## src/rtl/pipeline_pkg.sv

```systemverilog
// Shared constants and the per-chunk adder used by the pipelined add/subtract unit.
// Also provides the elaboration check that WIDTH splits evenly into STAGES chunks.
`ifndef PIPELINE_PKG_SV
`define PIPELINE_PKG_SV

`define PIPELINE_ASSERT_DIVISIBLE(W, S) \
   if (((W) % (S)) != 0) begin : g_bad_width \
      $error("pipeline_addsub: WIDTH must be a multiple of STAGES"); \
   end

package pipeline_pkg;

   localparam int DEF_WIDTH  = 32;
   localparam int DEF_STAGES = 4;
   localparam int MAX_STAGES = 8;
   localparam int MAX_CHUNK  = 64;

   // Callers zero-extend narrower chunks, so the carry lands at bit CHUNK of the result.
   function automatic logic [MAX_CHUNK:0] chunk_add(input logic [MAX_CHUNK-1:0] a,
                                                    input logic [MAX_CHUNK-1:0] b,
                                                    input logic                 cin);
      return {1'b0, a} + {1'b0, b} + {{MAX_CHUNK{1'b0}}, cin};
   endfunction

endpackage

`endif

```

## src/rtl/pipe_stage_ctl.sv

```systemverilog
// Valid/allowin handshake for one pipeline stage, with per-stage stall and flush.
module pipe_stage_ctl (
   input  logic clk,
   input  logic rst,
   input  logic prev_valid_i,
   input  logic suspend_i,
   input  logic refresh_i,
   input  logic next_allowin_i,
   output logic allowin_o,
   output logic to_next_valid_o
);

   logic valid_q;
   logic valid_d;
   logic ready_go;

   // NOTE: every output of this always_comb is assigned on every path, so no latch is inferred.
   always_comb begin
      ready_go        = !suspend_i;
      allowin_o       = !valid_q || (ready_go && next_allowin_i);
      to_next_valid_o = valid_q && ready_go;
      valid_d         = allowin_o ? prev_valid_i : valid_q;
   end

   // NOTE: state registers use non-blocking assignment so all stages update from pre-edge values.
   always_ff @(posedge clk) begin
      if (rst || refresh_i) begin
         valid_q <= 1'b0;
      end else begin
         valid_q <= valid_d;
      end
   end

endmodule

```

## src/rtl/pipeline_addsub.sv

```systemverilog
// WIDTH-bit add/subtract resolved one CHUNK per stage; unconsumed operand bits ride along
// with the partial sum so later stages never look at the live input ports.
module pipeline_addsub
   import pipeline_pkg::*;
#(
   parameter int WIDTH  = DEF_WIDTH,
   parameter int STAGES = DEF_STAGES
) (
   input  logic              clk,
   input  logic              rst,
   input  logic              validin,
   output logic              in_allow,
   input  logic [WIDTH-1:0]  a,
   input  logic [WIDTH-1:0]  b,
   input  logic              carry_in,
   input  logic              sub,
   input  logic              out_allow,
   input  logic [STAGES-1:0] suspend,
   input  logic [STAGES-1:0] refresh,
   output logic              validout,
   output logic [WIDTH-1:0]  sum_out,
   output logic              carry_out,
   output logic              overflow
);

   localparam int CHUNK = WIDTH / STAGES;
   localparam int CW    = CHUNK + 1;

   `PIPELINE_ASSERT_DIVISIBLE(WIDTH, STAGES)

   if (STAGES < 1 || STAGES > MAX_STAGES || CHUNK > MAX_CHUNK) begin : g_bad_params
      $error("pipeline_addsub: STAGES must be 1..8 and CHUNK at most MAX_CHUNK");
   end

   logic [WIDTH-1:0] b_eff;
   logic             c_eff;

   // Subtraction as a + ~b + ~borrow_in, so carry_out reads 1 when no borrow occurred.
   assign b_eff = sub ? ~b : b;
   assign c_eff = sub ? ~carry_in : carry_in;

   for (genvar s = 0; s < STAGES; s++) begin : g_stage
      localparam int LO = s * CHUNK;
      localparam int BW = WIDTH - LO;
      localparam bit LAST = (s == STAGES - 1);

      logic             prev_valid;
      logic             next_allowin;
      logic             allowin;
      logic             tnv;
      logic             load;
      logic [WIDTH-1:0] acc_in;
      logic [WIDTH-1:0] acc_d;
      logic [WIDTH-1:0] acc_q;
      logic [BW-1:0]    b_in;
      logic             c_in;
      logic             c_d;
      logic             c_q;
      logic [CHUNK:0]   add_res;

      // acc holds the finished sum below LO and the untouched operand A above it.
      if (s == 0) begin : g_first
         assign prev_valid = validin;
         assign acc_in     = a;
         assign b_in       = b_eff;
         assign c_in       = c_eff;
      end else begin : g_next
         assign prev_valid = g_stage[s-1].tnv;
         assign acc_in     = g_stage[s-1].acc_q;
         assign b_in       = g_stage[s-1].g_carry.b_hi_q;
         assign c_in       = g_stage[s-1].c_q;
      end

      if (LAST) begin : g_tail
         assign next_allowin = out_allow;
      end else begin : g_body
         assign next_allowin = g_stage[s+1].allowin;
      end

      pipe_stage_ctl u_ctl (
         .clk             (clk),
         .rst             (rst),
         .prev_valid_i    (prev_valid),
         .suspend_i       (suspend[s]),
         .refresh_i       (refresh[s]),
         .next_allowin_i  (next_allowin),
         .allowin_o       (allowin),
         .to_next_valid_o (tnv)
      );

      assign load    = prev_valid && allowin;
      assign add_res = CW'(chunk_add(MAX_CHUNK'(acc_in[LO +: CHUNK]), MAX_CHUNK'(b_in[CHUNK-1:0]), c_in));

      always_comb begin
         acc_d              = acc_in;
         acc_d[LO +: CHUNK] = add_res[CHUNK-1:0];
         c_d                = add_res[CHUNK];
      end

      // NOTE: intermediate data registers are qualified by valid, so only the visible outputs need a reset.
      always_ff @(posedge clk) begin
         if (LAST && rst) begin
            acc_q <= '0;
            c_q   <= 1'b0;
         end else if (load) begin
            acc_q <= acc_d;
            c_q   <= c_d;
         end
      end

      if (!LAST) begin : g_carry
         logic [BW-CHUNK-1:0] b_hi_q;

         always_ff @(posedge clk) begin
            if (load) begin
               b_hi_q <= b_in[BW-1:CHUNK];
            end
         end
      end else begin : g_result
         logic ovf_d;
         logic ovf_q;

         assign ovf_d = (acc_in[WIDTH-1] == b_in[BW-1]) && (add_res[CHUNK-1] != acc_in[WIDTH-1]);

         always_ff @(posedge clk) begin
            if (rst) begin
               ovf_q <= 1'b0;
            end else if (load) begin
               ovf_q <= ovf_d;
            end
         end
      end
   end

   assign in_allow  = g_stage[0].allowin;
   assign validout  = g_stage[STAGES-1].tnv;
   assign sum_out   = g_stage[STAGES-1].acc_q;
   assign carry_out = g_stage[STAGES-1].c_q;
   assign overflow  = g_stage[STAGES-1].g_result.ovf_q;

endmodule

```

## config.mk

```make
export PLATFORM = sky130hd
export DESIGN_NAME = pipeline_addsub
export DESIGN_NICKNAME = d
export VERILOG_FILES = /design/src/rtl/pipeline_pkg.sv /design/src/rtl/pipe_stage_ctl.sv /design/src/rtl/pipeline_addsub.sv
export SDC_FILE = /design/constraint.sdc
export NUM_CORES = 1
export LEC_CHECK = 0
export BUFFER_PORTS_ARGS = -buffer_cell sky130_fd_sc_hd__buf_2
export CORE_MARGIN = 2
export CORE_UTILIZATION = 45
export DETAILED_ROUTE_END_ITERATION = 7
export GPL_TIMING_DRIVEN = 0
export PLACE_DENSITY_LB_ADDON = 0.2
export RECOVER_POWER = 25
export SLEW_MARGIN = 20
export SYNTH_ARGS = -nofsm -noshare
export SYNTH_HDL_FRONTEND = slang
export SYNTH_SLANG_ARGS = --single-unit
```

## constraint.sdc

```tcl
create_clock -name clk -period 5.5 [get_ports clk]
set_clock_uncertainty 0.15 [all_clocks]
set_input_delay 0.825 -clock clk [delete_from_list [all_inputs] [get_ports clk]]
set_output_delay 0.825 -clock clk [all_outputs]
set_load 0.02 [all_outputs]
```

==> Yosys cells after proc, flatten, opt, wreduce, memory -nomap -nowiden <==
Cells that the tools add are included.
{ "classes": {"add_sub_neg": 8, "n_eq_ne": 2, "mux": 2, "bitwise_logic": 2, "reduce_logical": 29} }
{ "ops": {"columns": ["operator", "n"], "rows": [
  ["$add A8 B8 Y9", 4],
  ["$add A9 B1 Y9", 4],
  ["$mux W32", 1],
  ["$not A32 Y32", 1],
  ["$logic_and A1 B1 Y1", 13],
  ["$logic_not A1 Y1", 8],
  ["$logic_or A1 B1 Y1", 8],
  ["$eq A1 B1 Y1", 1],
  ["$mux W1", 1],
  ["$ne A1 B1 Y1", 1],
  ["$not A1 Y1", 1]
]} }
{ "word_totals": {"ff_bits": 185, "output_inout_bits": 36, "wordCells": 59} }

==> Depth between registers and ports, before layout <==
Gate-level depths: netlist of the first run.
{ "logic_depth": {"word_depth": 10, "ltp_mapped": 11} }

==> Modules after synthesis <==
A second synthesis of the first run with hierarchy kept.
{ "unflattened": {"hier_cells": 513, "area_unflattened_um2": 7398.3} }
{ "modules_own_cells": {"columns": ["mod", "n_inst", "cells_per_inst", "area_per_inst_um2", "seq_area_each_um2"], "rows": [
  ["pipeline_addsub", 1, 485, 7158.1, 5094.9],
  ["pipe_stage_ctl", 4, 7, 60.1, 20.0]
]} }

==> Worst setup path before layout of the first run <==
Ideal clock, no wire load.
{ "synth_timing": {"path_kind": "in2reg", "start": "input port suspend[3]", "end": "register g_stage[0].acc_q[0] (enable)", "arrival_ns": 4.320, "setup_slack_ns": 0.538, "path_stages": 5, "n_path_buf": 0, "cell_sequence": "nand2b_4 -> a21o_2 -> a21oi_1 -> nor2b_1 -> o22ai_1"} }
{ "synth_via": {"elab_chain_len": 10} }
{ "synth_rtl": {"columns": ["item", "line_no", "text"], "rows": [
  ["start, declared", "pipeline_addsub.sv:18", "input logic [STAGES-1:0] suspend,"],
  ["$logic_not A1 Y1", "pipe_stage_ctl.sv:19", "ready_go = !suspend_i;"],
  ["$logic_and A1 B1 Y1", "pipe_stage_ctl.sv:20", "allowin_o = !valid_q || (ready_go && next_allowin_i);"],
  ["$logic_or A1 B1 Y1", "pipe_stage_ctl.sv:20", null],
  ["$logic_and A1 B1 Y1", "pipe_stage_ctl.sv:20", null],
  ["$logic_or A1 B1 Y1", "pipe_stage_ctl.sv:20", null],
  ["$logic_and A1 B1 Y1", "pipe_stage_ctl.sv:20", null],
  ["$logic_or A1 B1 Y1", "pipe_stage_ctl.sv:20", null],
  ["$logic_and A1 B1 Y1", "pipe_stage_ctl.sv:20", null],
  ["$logic_or A1 B1 Y1", "pipe_stage_ctl.sv:20", null],
  ["$logic_and A1 B1 Y1", "pipeline_addsub.sv:91", "assign load = prev_valid && allowin;"],
  ["via g_stage[0].load", "pipeline_addsub.sv:51", "logic load;"],
  ["end signal, assigned", "pipeline_addsub.sv:103", "acc_q <= '0;"],
  ["end signal, assigned", "pipeline_addsub.sv:106", "acc_q <= acc_d;"],
  ["end, declared", "pipeline_addsub.sv:54", "logic [WIDTH-1:0] acc_q;"]
]} }
The timed path passes the listed nets, and every way through them passes these cells.
A chain may end at the register's enable or synchronous reset.

==> Worst setup path after layout of the first run <==
{ "layout_timing": {"start": "input port sub", "end": "register g_stage[0].acc_q[7] (data pin)"} }
{ "layout_via": {"elab_chain_len": 3, "word_cells_on_any_way": 4} }
{ "layout_rtl": {"columns": ["item", "line_no", "text"], "rows": [
  ["start, declared", "pipeline_addsub.sv:16", "input logic sub,"],
  ["$mux W32", "pipeline_addsub.sv:39", "assign b_eff = sub ? ~b : b;"],
  ["$add A8 B8 Y9", "pipeline_pkg.sv:22", "return {1'b0, a} + {1'b0, b} + {{MAX_CHUNK{1'b0}}, cin};"],
  ["$add A9 B1 Y9 (*)", "pipeline_pkg.sv:22", null],
  ["via g_stage[0].acc_d[7]", "pipeline_addsub.sv:53", "logic [WIDTH-1:0] acc_d;"]
]} }
Mark *: on every way through the listed nets, which the timed path passes. The rest lies on a longest branch.

==> results of run 1 <==
==> path summary, 6_finish.rpt <==
kind         cells past startpoint                           start                             end  slack, ps
max                              9                             sub   g_stage[0].acc_q[7]$_DFFE_PP_       2450
min reg2reg                      0  g_stage[0].acc_q[26]$_DFFE_PP_  g_stage[1].acc_q[26]$_DFFE_PP_        270
max reg2reg                      7   g_stage[0].acc_q[8]$_DFFE_PP_        g_stage[1].c_q$_DFFE_PP_       2890
min                              0  g_stage[0].acc_q[26]$_DFFE_PP_  g_stage[1].acc_q[26]$_DFFE_PP_        270
==> synth_stat cells (6+ instances only) <==
cell type | n | share of area, %
edfxtp_1 | 147 | 60
nand2_1 | 64 | 3.3
a21oi_1 | 44 | 3.0
xor2_1 | 41 | 4.9
dfxtp_1 | 38 | 10
ha_1 | 28 | 4.8
nor2_1 | 18 | 0.92
nor3_1 | 13 | 0.89
xnor2_1 | 13 | 1.6
inv_1 | 10 | 0.51
buf_2 | 8 | 0.55
fa_1 | 8 | 2.2
nand3_1 | 8 | 0.55
o21ai_0 | 6 | 0.41
==> flip-flops by register name, summed over array words and instances (netlist names) <==
name / cells
carry_out: 1
g_stage.acc_q: 96
g_stage.c_q: 3
g_stage.g_carry.b_hi_q: 48
g_stage.u_ctl.valid_q: 4
overflow: 1
sum_out: 32
==> layer usage <==
metal | GRT usage (%) | part of all wire [%] | vias to the layer above | routed length, µm
met5 | 0 | 0 | - | 0
met2 | 25.7 | 49 | 101 | 6210
met4 | 7.91 | 2.7 | 0 | 337
met1 | 17.9 | 43 | 1976 | 5360
li1 | - | - | 2115 | -
met3 | 4.86 | 5.3 | 27 | 667
==> layout by cell type, fill, tap and decap left out, types with 2 or more instances in the layout <==
cell type   netlist  routed
bufinv_16         0       3
nor2_1           18      17
buf_16            0       5
a211oi_1          4       4
dfxtp_1          38      38
o21ai_0           6       6
xnor2_1          13      13
inv_1            10      10
o211ai_1          5       5
nor2b_1           2       2
fa_1              8       8
or2_2             2       2
clkinv_1          0       2
clkinv_2          0       2
nor4_1            2       2
clkinvlp_4        0       2
buf_2             8     120
a21o_1            4       4
a21oi_1          44      44
buf_1             2       2
o21bai_1          3       3
nand3_1           8       8
nand3b_1          2       2
ha_1             28      28
nand2b_1          4       4
clkbuf_16         0      17
nand2_1          64      64
o41ai_1           2       2
clkinv_4          0       2
edfxtp_1        147     147
a211o_1           2       2
xor2_1           41      41
clkbuf_1          5       8
nor3_1           13      13
==> stage by stage <==
stage | utilization, % | setup TNS, ps | hold slack, ps | cells
2_1_floorplan | - | 0 | 250 | 507
3_3_place_gp | 51.4 | -52050 | 251 | 835
3_5_place_dp | 52.4 | 0 | 255 | 840
4_1_cts | 56.1 | 0 | 269 | 872
5_1_grt | 56.1 | 0 | 273 | 872
6_report | 56.1 | 0 | 268 | 872
==> final cells by class <==
class                   count  share of cell area, %
flip-flops and latches    185                   58.0
clock buffers              20                   4.90
plain buffers              15                  0.744
repair buffers            117                   7.83
multi-input cells         296                   23.3
inverters                  11                  0.463
clock inverters            12                   1.67
well taps                 216                   3.03
==> logic make-up (layout without fill, tap and decap cells) <==
| kind of cell | after synthesis | in the layout | synth area share, % |
|---|---|---|---|
| adders and majority gates | 36 | 36 | 6.96 |
| DFF | 185 | 185 | 70.5 |
| buffers and inverters | 26 | 175 | 1.47 |
| AOI/OAI and AO/OA | 82 | 82 | 6.92 |
| and+or+nand+nor | 124 | 124 | 7.71 |
| xor gates and xnor gates | 54 | 54 | 6.44 |
==> report_power, final <==
| group | switching [µW] | internal (µW) |
|---|---|---|
| clock | 484 | 712 |
| sequential | 15.3 | 1590 |
| combinational | 117 | 99.7 |
| total | 617 | 2400 |
==> impl_metrics.csv, run 1 <==
group,metric,value,unit
status,status,"finished clean",
detailed_routing,routed_via_density,4.84,
timing,period_minus_slack,3050,ps
worst_setup_path,path_cells,"clkbuf_1, buf_2, xor2_1, fa_1, a21oi_1, o211ai_1, or4_1, o311a_1, xor2_1",
floorplan,dieArea,17300,µm²
finish,sequential_cell_area,5170,µm²
floorplan,num_rows,46,
power_and_ir_drop,power_leakage,0.00339,µW
synth,synth_cells,507,
grt,antenna_found_initial,0,
floorplan,die_w,132,µm
placed_design,placed_area,8330,µm²
cts,h-tree-depth,4,
grt,grt_pass1_vias,4311,
floorplan,die_h,132,µm
synth,async_reset_ff_share,0,%
synth,synth_fp_nets,621,
flow_run,max-cap-violations,0,
detailed_routing,vias,4219,
synth,synth_area_per_cell,14.5,µm²
grt,grt_max_degree,26,
cts,cts.sinks,185,
grt,grt_pass1_wl,20600,µm
placed_design,pre_cts_slack,1980,ps
worst_setup_path,crit_type,"in -> reg",
timing,timing.slew.headroom,46.2,%
cts,cts_inserted_buffers,17,
timing,max_freq,328,MHz
finish,final_area,8920,µm²
cts,cts_root_buffer,"clkbuf_16",
floorplan,pin_count,114,
timing,fin_crit_sh,55.4,%
detailed_routing,dr.pass1.iters,4,
cts,cts_resized,0,
timing,final_hold_viol_count,0,
detailed_routing,finalWirelength,12600,µm
timing,grt_setup_unrepaired,"no",
power_and_ir_drop,p_total,3020,µW
finish,n_antenna_cell,0,
cts,clock_path_buffers,2,
grt,track_usage,15.4,%
detailed_routing,wire_per_inst,14.4,µm
cts,clock_latency,430,ps
placed_design,place.detailed.hpwl,9320,µm
timing,setup_ws,2450,ps
synth,synth_edf_count,147,
worst_setup_path,path_buf_inv,2,
detailed_routing,drcViolationCount,0,
synth,yosysWarnings,0,
finish,nNetsFinal,757,
grt,grt.overflow.total,0,
finish,multi_input_area,2080,µm²
placed_design,gp_congestion,0.788,
power_and_ir_drop,peakVddDrop,234,µV
synth,synth-seq-cells,185,
timing,worst_slew_pin_slew,807,ps
cts,post-cts-setup-buffers,0,
detailed_routing,ant_nets,0,
timing,setup-violations-final,0,
worst_setup_path,worstPathMaxFanout,10,
hold_path,hold_path_class,"reg -> reg",
placed_design,io_buffers,112,
finish,fillers,1312,
worst_setup_path,cp-end-kind,"flop",
cts,cts_tree,"done",
cts,clkTransAtPathRegs,60,ps
synth,synth_flop_cell,"edfxtp_1",
synth,synthesis.area,7340,µm²
worst_setup_path,critical_path.top_delay_family,"buffers and inverters",
floorplan,core_region_area,15900,µm²
worst_setup_path,crit_required,5530,ps
worst_setup_path,cp.arrival,3070,ps
finish,area_growth,21.5,%
worst_setup_path,path_common_cell,"xor2_1",
synth,synth_cell_type_count,48,
floorplan,initial_core_util,46.2,%
cts,cts_hold_buffers,0,
finish,drive_gt1_share,25.2,%
worst_setup_path,cpPeakStageDelay,430,ps
power_and_ir_drop,power.density,339,nW/µm²
worst_setup_path,startpoint_type,"input pin",
synth,yosysSeqAreaShare,70.5,%
detailed_routing,drt-initial-drc-count,248,
timing,maxSlewViolCount,0,
worst_setup_path,cp_slowest_cell,"fa_1",
Power figures use the tool's default switching activity.
==> run 2, diff against run 1 <==
Clock period 5.5 ns to 3 ns, I/O delays scaled along.
==> run 2 against run 1 <==
Combinational power up 82%. Die area unchanged. Routed wire length down 0.28%. Design area down 0.35%. Clock power up 75%. Total power up 80%. Core utilization down 0.20 points. Worst setup slack worse by 2200 ps.
==> impl_metrics.csv, run 2 (synthesis results as in run 1) <==
group,metric,value,unit
status,status,"finished clean",
floorplan,initial_core_util,46.2,%
worst_setup_path,worstPathMaxFanout,10,
timing,grt_setup_unrepaired,"no",
grt,grt_pass1_wl,20000,µm
timing,worst_slew_pin_slew,822,ps
power_and_ir_drop,p_comb_share,7.3,%
grt,grt_pass1_vias,4112,
finish,area_growth,21.1,%
power_and_ir_drop,power_leakage,0.00338,µW
placed_design,place.detailed.hpwl,9150,µm
cts,clock_path_buffers,2,
cts,cts_inserted_buffers,17,
worst_setup_path,path_cells,"clkbuf_1, buf_2, xor2_1, fa_1, a21oi_1, o211ai_1, or4_1, o311a_1, xor2_1",
finish,final_common_cell,"edfxtp_1",
floorplan,die_h,132,µm
timing,max_freq,369,MHz
timing,fin_crit_sh,90.2,%
detailed_routing,wire_per_inst,14.4,µm
placed_design,placed_area,8330,µm²
power_and_ir_drop,power.density,613,nW/µm²
worst_setup_path,cpPeakStageDelay,440,ps
timing,maxSlewViolCount,0,
detailed_routing,drcViolationCount,0,
detailed_routing,finalWirelength,12500,µm
finish,layout_common_cells,"edfxtp_1 (147), buf_2 (118), nand2_1 (64)",
detailed_routing,drt-initial-drc-count,178,
timing,timing.slew.headroom,45.2,%
floorplan,core_region_area,15900,µm²
cts,cts_hold_buffers,0,
cts,h-tree-depth,4,
finish,drive_gt1_share,25.3,%
timing,final_hold_viol_count,0,
worst_setup_path,reg2reg_setup_slack,320,ps
grt,track_usage,15.2,%
power_and_ir_drop,seqPwrFrac,54.1,%
worst_setup_path,cp-end-kind,"flop",
power_and_ir_drop,swShare,20.8,%
detailed_routing,vias,4185,
worst_setup_path,path_buf_inv,2,
floorplan,num_rows,46,
cts,clkTransAtPathRegs,60,ps
worst_setup_path,crit_type,"in -> reg",
floorplan,pin_count,114,
finish,regMostFlops,"g_stage.acc_q",
worst_setup_path,critical_path.top_delay_family,"buffers and inverters",
power_and_ir_drop,peakVddDrop,448,µV
timing,setup-violations-final,0,
power_and_ir_drop,power_frac_clock,38.6,%
floorplan,die_w,132,µm
floorplan,dieArea,17300,µm²
cts,post-cts-setup-buffers,0,
worst_setup_path,cp.arrival,2730,ps
placed_design,io_buffers,112,
worst_setup_path,path_common_cell,"xor2_1",
flow_run,max-cap-violations,0,
cts,cts_resized,0,
worst_setup_path,cp_slowest_cell,"fa_1",
placed_design,gp_congestion,0.811,
detailed_routing,dr.pass1.iters,5,
detailed_routing,routed_via_density,4.80,
grt,grt.overflow.total,0,
finish,nNetsFinal,757,
hold_path,hold_path_class,"in -> reg",
grt,grt_max_degree,26,
power_and_ir_drop,p_int,4310,µW
grt,antenna_found_initial,0,
detailed_routing,ant_nets,0,
cts,cts_tree,"done",
cts,cts_root_buffer,"clkbuf_16",
power_and_ir_drop,switching_power,1130,µW
worst_setup_path,crit_required,3020,ps
cts,clock_latency,420,ps
timing,whs,38.4,ps
cts,cts.sinks,185,
worst_setup_path,startpoint_type,"input pin",
finish,largest_register_ffs,96,
finish,final_area,8880,µm²
finish,n_antenna_cell,0,
timing,period_minus_slack,2710,ps
run 2: per-stage QoR:
| stage | worst slack (ps) | util [%] | total power [µW] | cells | setup TNS, ps |
|---|---|---|---|---|---|
| final | 293 | 55.9 | 5440 | 871 | 0 |
| after global routing | 112 | 55.9 | 5670 | 871 | 0 |
| after CTS | 305 | 55.9 | 5510 | 871 | 0 |
| after detailed placement | -146 | 52.4 | 3400 | 840 | -289 |
| after global placement | -330 | 51.6 | 3370 | 835 | -25760 |
| after floorplan | 189 | - | 3250 | 507 | 0 |
run 2: final cells by class:
type | instances | area (µm²)
buffer | 15 | 66.3
tap | 216 | 270
timing repair buffer | 117 | 696
clock buffer | 17 | 425
sequential | 185 | 5170
fill | 1301 | 7000
clock inverter | 14 | 131
inverter | 11 | 41.3
multi-input combinational | 296 | 2080
run 2: path summary, 6_finish.rpt:
| path | cells after the start | end | start |
|---|---|---|---|
| setup reg to reg | 7 | g_stage[2].c_q$_DFFE_PP_ | g_stage[1].acc_q[16]$_DFFE_PP_ |
| hold reg to reg | 0 | g_stage[2].acc_q[31]$_DFFE_PP_ | g_stage[1].acc_q[31]$_DFFE_PP_ |
| setup / recovery | 9 | g_stage[0].acc_q[7]$_DFFE_PP_ | sub |
| hold / removal | 2 | g_stage[3].u_ctl.valid_q$_SDFFE_PP0P_ | refresh[3] |
run 2: per-layer routing:
| layer | track usage (%) | part of all wire [%] | vias to the layer above | wire (µm) |
|---|---|---|---|---|
| li1 | - | - | 2111 | - |
| met1 | 18.2 | 44 | 1936 | 5520 |
| met2 | 25.0 | 49 | 115 | 6150 |
| met3 | 4.09 | 4.5 | 23 | 564 |
| met4 | 8.09 | 2.5 | 0 | 308 |
| met5 | 0 | 0 | - | 0 |
run 2: power groups by stage:
stage | clock network (µW) | logic (µW) | registers (µW)
after floorplan | 0 | 257 | 3000
after global routing | 2260 | 450 | 2960
final | 2100 | 396 | 2950
after detailed placement | 0 | 397 | 3000
after global placement | 0 | 368 | 3000
after CTS | 2160 | 400 | 2950
==> run 3, diff against run 2 <==
Settings changed: RECOVER_POWER 25 to 50.
==> run 3 against run 2 <==
Die area stayed put. Fmax shrank 0.37%. Core utilization shrank 0.33 points. Register-to-register slack about the same. Non-clock buffer count stayed put. Sequential cell count did not move. Global-route usage unchanged. Critical path depth stayed put. Critical path type unchanged. Clock-buffer cell count stayed put. Total power barely moved.
==> impl_metrics.csv, run 3 (synthesis results as in run 1) <==
group,metric,value,unit
status,status,"finished clean",
cts,cts_inserted_buffers,17,
power_and_ir_drop,swShare,20.8,%
worst_setup_path,crit_type,"in -> reg",
timing,worst_slew_pin_slew,846,ps
power_and_ir_drop,peakVddDrop,448,µV
finish,layout_common_cells,"edfxtp_1 (147), buf_2 (78), nand2_1 (64)",
detailed_routing,finalWirelength,12600,µm
detailed_routing,dr.pass1.iters,4,
timing,grt_setup_unrepaired,"no",
cts,cts_root_buffer,"clkbuf_16",
floorplan,pin_count,114,
placed_design,gp_congestion,0.811,
detailed_routing,routed_via_density,4.77,
power_and_ir_drop,switching_power,1130,µW
worst_setup_path,startpoint_type,"input pin",
hold_path,hold_path_class,"in -> reg",
floorplan,num_rows,46,
placed_design,io_buffers,112,
worst_setup_path,cp-end-kind,"flop",
placed_design,place.detailed.hpwl,9150,µm
timing,setup-violations-final,0,
finish,final_area,8830,µm²
finish,n_antenna_cell,0,
grt,antenna_found_initial,0,
detailed_routing,wire_per_inst,14.4,µm
grt,grt_pass1_wl,20000,µm
detailed_routing,drcViolationCount,0,
timing,final_hold_viol_count,0,
finish,fillers,1317,
worst_setup_path,worstPathMaxFanout,10,
cts,cts_tree,"done",
floorplan,die_w,132,µm
detailed_routing,drt-initial-drc-count,185,
power_and_ir_drop,power_leakage,0.00321,µW
worst_setup_path,reg2reg_to,"g_stage[2].c_q$_DFFE_PP_",
finish,area_growth,20.3,%
placed_design,placed_area,8330,µm²
power_and_ir_drop,p_int,4310,µW
finish,nNetsFinal,757,
worst_setup_path,rr_worst_depth,7,
finish,largest_register_ffs,96,
power_and_ir_drop,p_comb_share,7.3,%
finish,regMostFlops,"g_stage.acc_q",
finish,drive_gt1_share,19.1,%
grt,grt_pass1_vias,4112,
cts,clock_latency,420,ps
timing,period_minus_slack,2720,ps
hold_path,whs_endpoint,"g_stage[3].u_ctl.valid_q$_SDFFE_PP0P_",
timing,fin_crit_sh,90.6,%
cts,cts.sinks,185,
power_and_ir_drop,power_frac_clock,38.6,%
floorplan,initial_core_util,46.2,%
floorplan,dieArea,17300,µm²
grt,track_usage,15.2,%
detailed_routing,ant_nets,0,
cts,cts_resized,0,
cts,clock_path_buffers,2,
timing,timing.slew.headroom,43.6,%
timing,tns,0,ps
grt,grt_max_degree,26,
worst_setup_path,reg2reg_setup_slack,320,ps
cts,cts_hold_buffers,0,
cts,h-tree-depth,4,
worst_setup_path,r2r-start,"g_stage[1].acc_q[16]$_DFFE_PP_",
timing,max_freq,368,MHz
power_and_ir_drop,power.density,617,nW/µm²
worst_setup_path,cp.arrival,2740,ps
hold_path,worstHoldPathCells,2,
detailed_routing,vias,4151,
timing,maxSlewViolCount,0,
finish,final_common_cell,"edfxtp_1",
cts,clkTransAtPathRegs,60,ps
timing,whs,36.0,ps
flow_run,max-cap-violations,0,
floorplan,core_region_area,15900,µm²
worst_setup_path,crit_required,3020,ps
cts,post-cts-setup-buffers,0,
power_and_ir_drop,p_total,5450,µW
floorplan,die_h,132,µm
power_and_ir_drop,seqPwrFrac,54.1,%
grt,grt.overflow.total,0,
worst_setup_path,crit_path_start,"sub",
hold_path,worstHoldStart,"refresh[3]",
## run 3: cell count changes in the layout (fill, tap and decap cells not counted)
| cell | previous run | this run |
|---|---|---|
| buf_2 | 118 | 78 |
| clkbuf_1 | 7 | 47 |
| nor2_1 | 17 | 18 |
| nor2_2 | 1 | 0 |
## run 3: per-stage QoR
| stage | util [%] | std cells | worst slack (ps) |
|---|---|---|---|
| 6_report | 55.6 | 871 | 283 |
| 5_1_grt | 55.6 | 871 | 107 |
| 4_1_cts | 55.9 | 871 | 305 |
| 3_5_place_dp | 52.4 | 840 | -146 |
| 3_3_place_gp | 51.6 | 835 | -330 |
| 2_1_floorplan | - | 507 | 189 |
## run 3: final cells by class
| cell class | instances | area, µm² | area share [%] |
|---|---|---|---|
| tap | 216 | 270 | 3.06 |
| clock buffer | 17 | 425 | 4.82 |
| clock inverter | 14 | 131 | 1.49 |
| sequential | 185 | 5170 | 58.6 |
| inverter | 11 | 41.3 | 0.467 |
| buffer | 15 | 60.1 | 0.680 |
| timing repair buffer | 117 | 652 | 7.38 |
| multi-input combinational | 296 | 2080 | 23.5 |
## run 3: power by group through the flow
stage	Clock [µW]	Combinational [µW]	Sequential [µW]
final	2100	395	2950
after global routing	2260	450	2960
after CTS	2160	400	2950
after detailed placement	0	397	3000
after global placement	0	368	3000
after floorplan	0	257	3000
## run 3: worst max path at each step
| stage | endpoint | cells after the start | slack [ps] |
|---|---|---|---|
| 2_1_floorplan | g_stage[0].acc_q[6]$_DFFE_PP_ | 11 | 190 |
| 3_5_place_dp | g_stage[0].acc_q[6]$_DFFE_PP_ | 11 | -150 |
| 5_1_grt | g_stage[0].acc_q[6]$_DFFE_PP_ | 11 | 110 |
| 3_3_place_gp | g_stage[0].g_carry.b_hi_q[13]$_DFFE_PP_ | 6 | -330 |
| 6_report | g_stage[0].acc_q[7]$_DFFE_PP_ | 9 | 280 |
| 4_1_cts | g_stage[0].acc_q[7]$_DFFE_PP_ | 9 | 310 |
## run 3: worst max-delay path, cell delays in order
cell and delay [ps]:
clkbuf_1 240, buf_2 360, xor2_1 140, fa_1 440, a21oi_1 240, o211ai_1 150
or4_1 430, o311a_1 140, xor2_1 140
## run 3: routing by layer
metal / routed length (µm) / global-route usage (%) / vias to the layer above / part of all wire (%)
met5: 0 / 0 / - / 0
met2: 6160 / 25.0 / 102 / 49
met1: 5510 / 18.2 / 1911 / 44
met4: 308 / 8.09 / 0 / 2.5
li1: - / - / 2115 / -
met3: 589 / 4.09 / 23 / 4.7
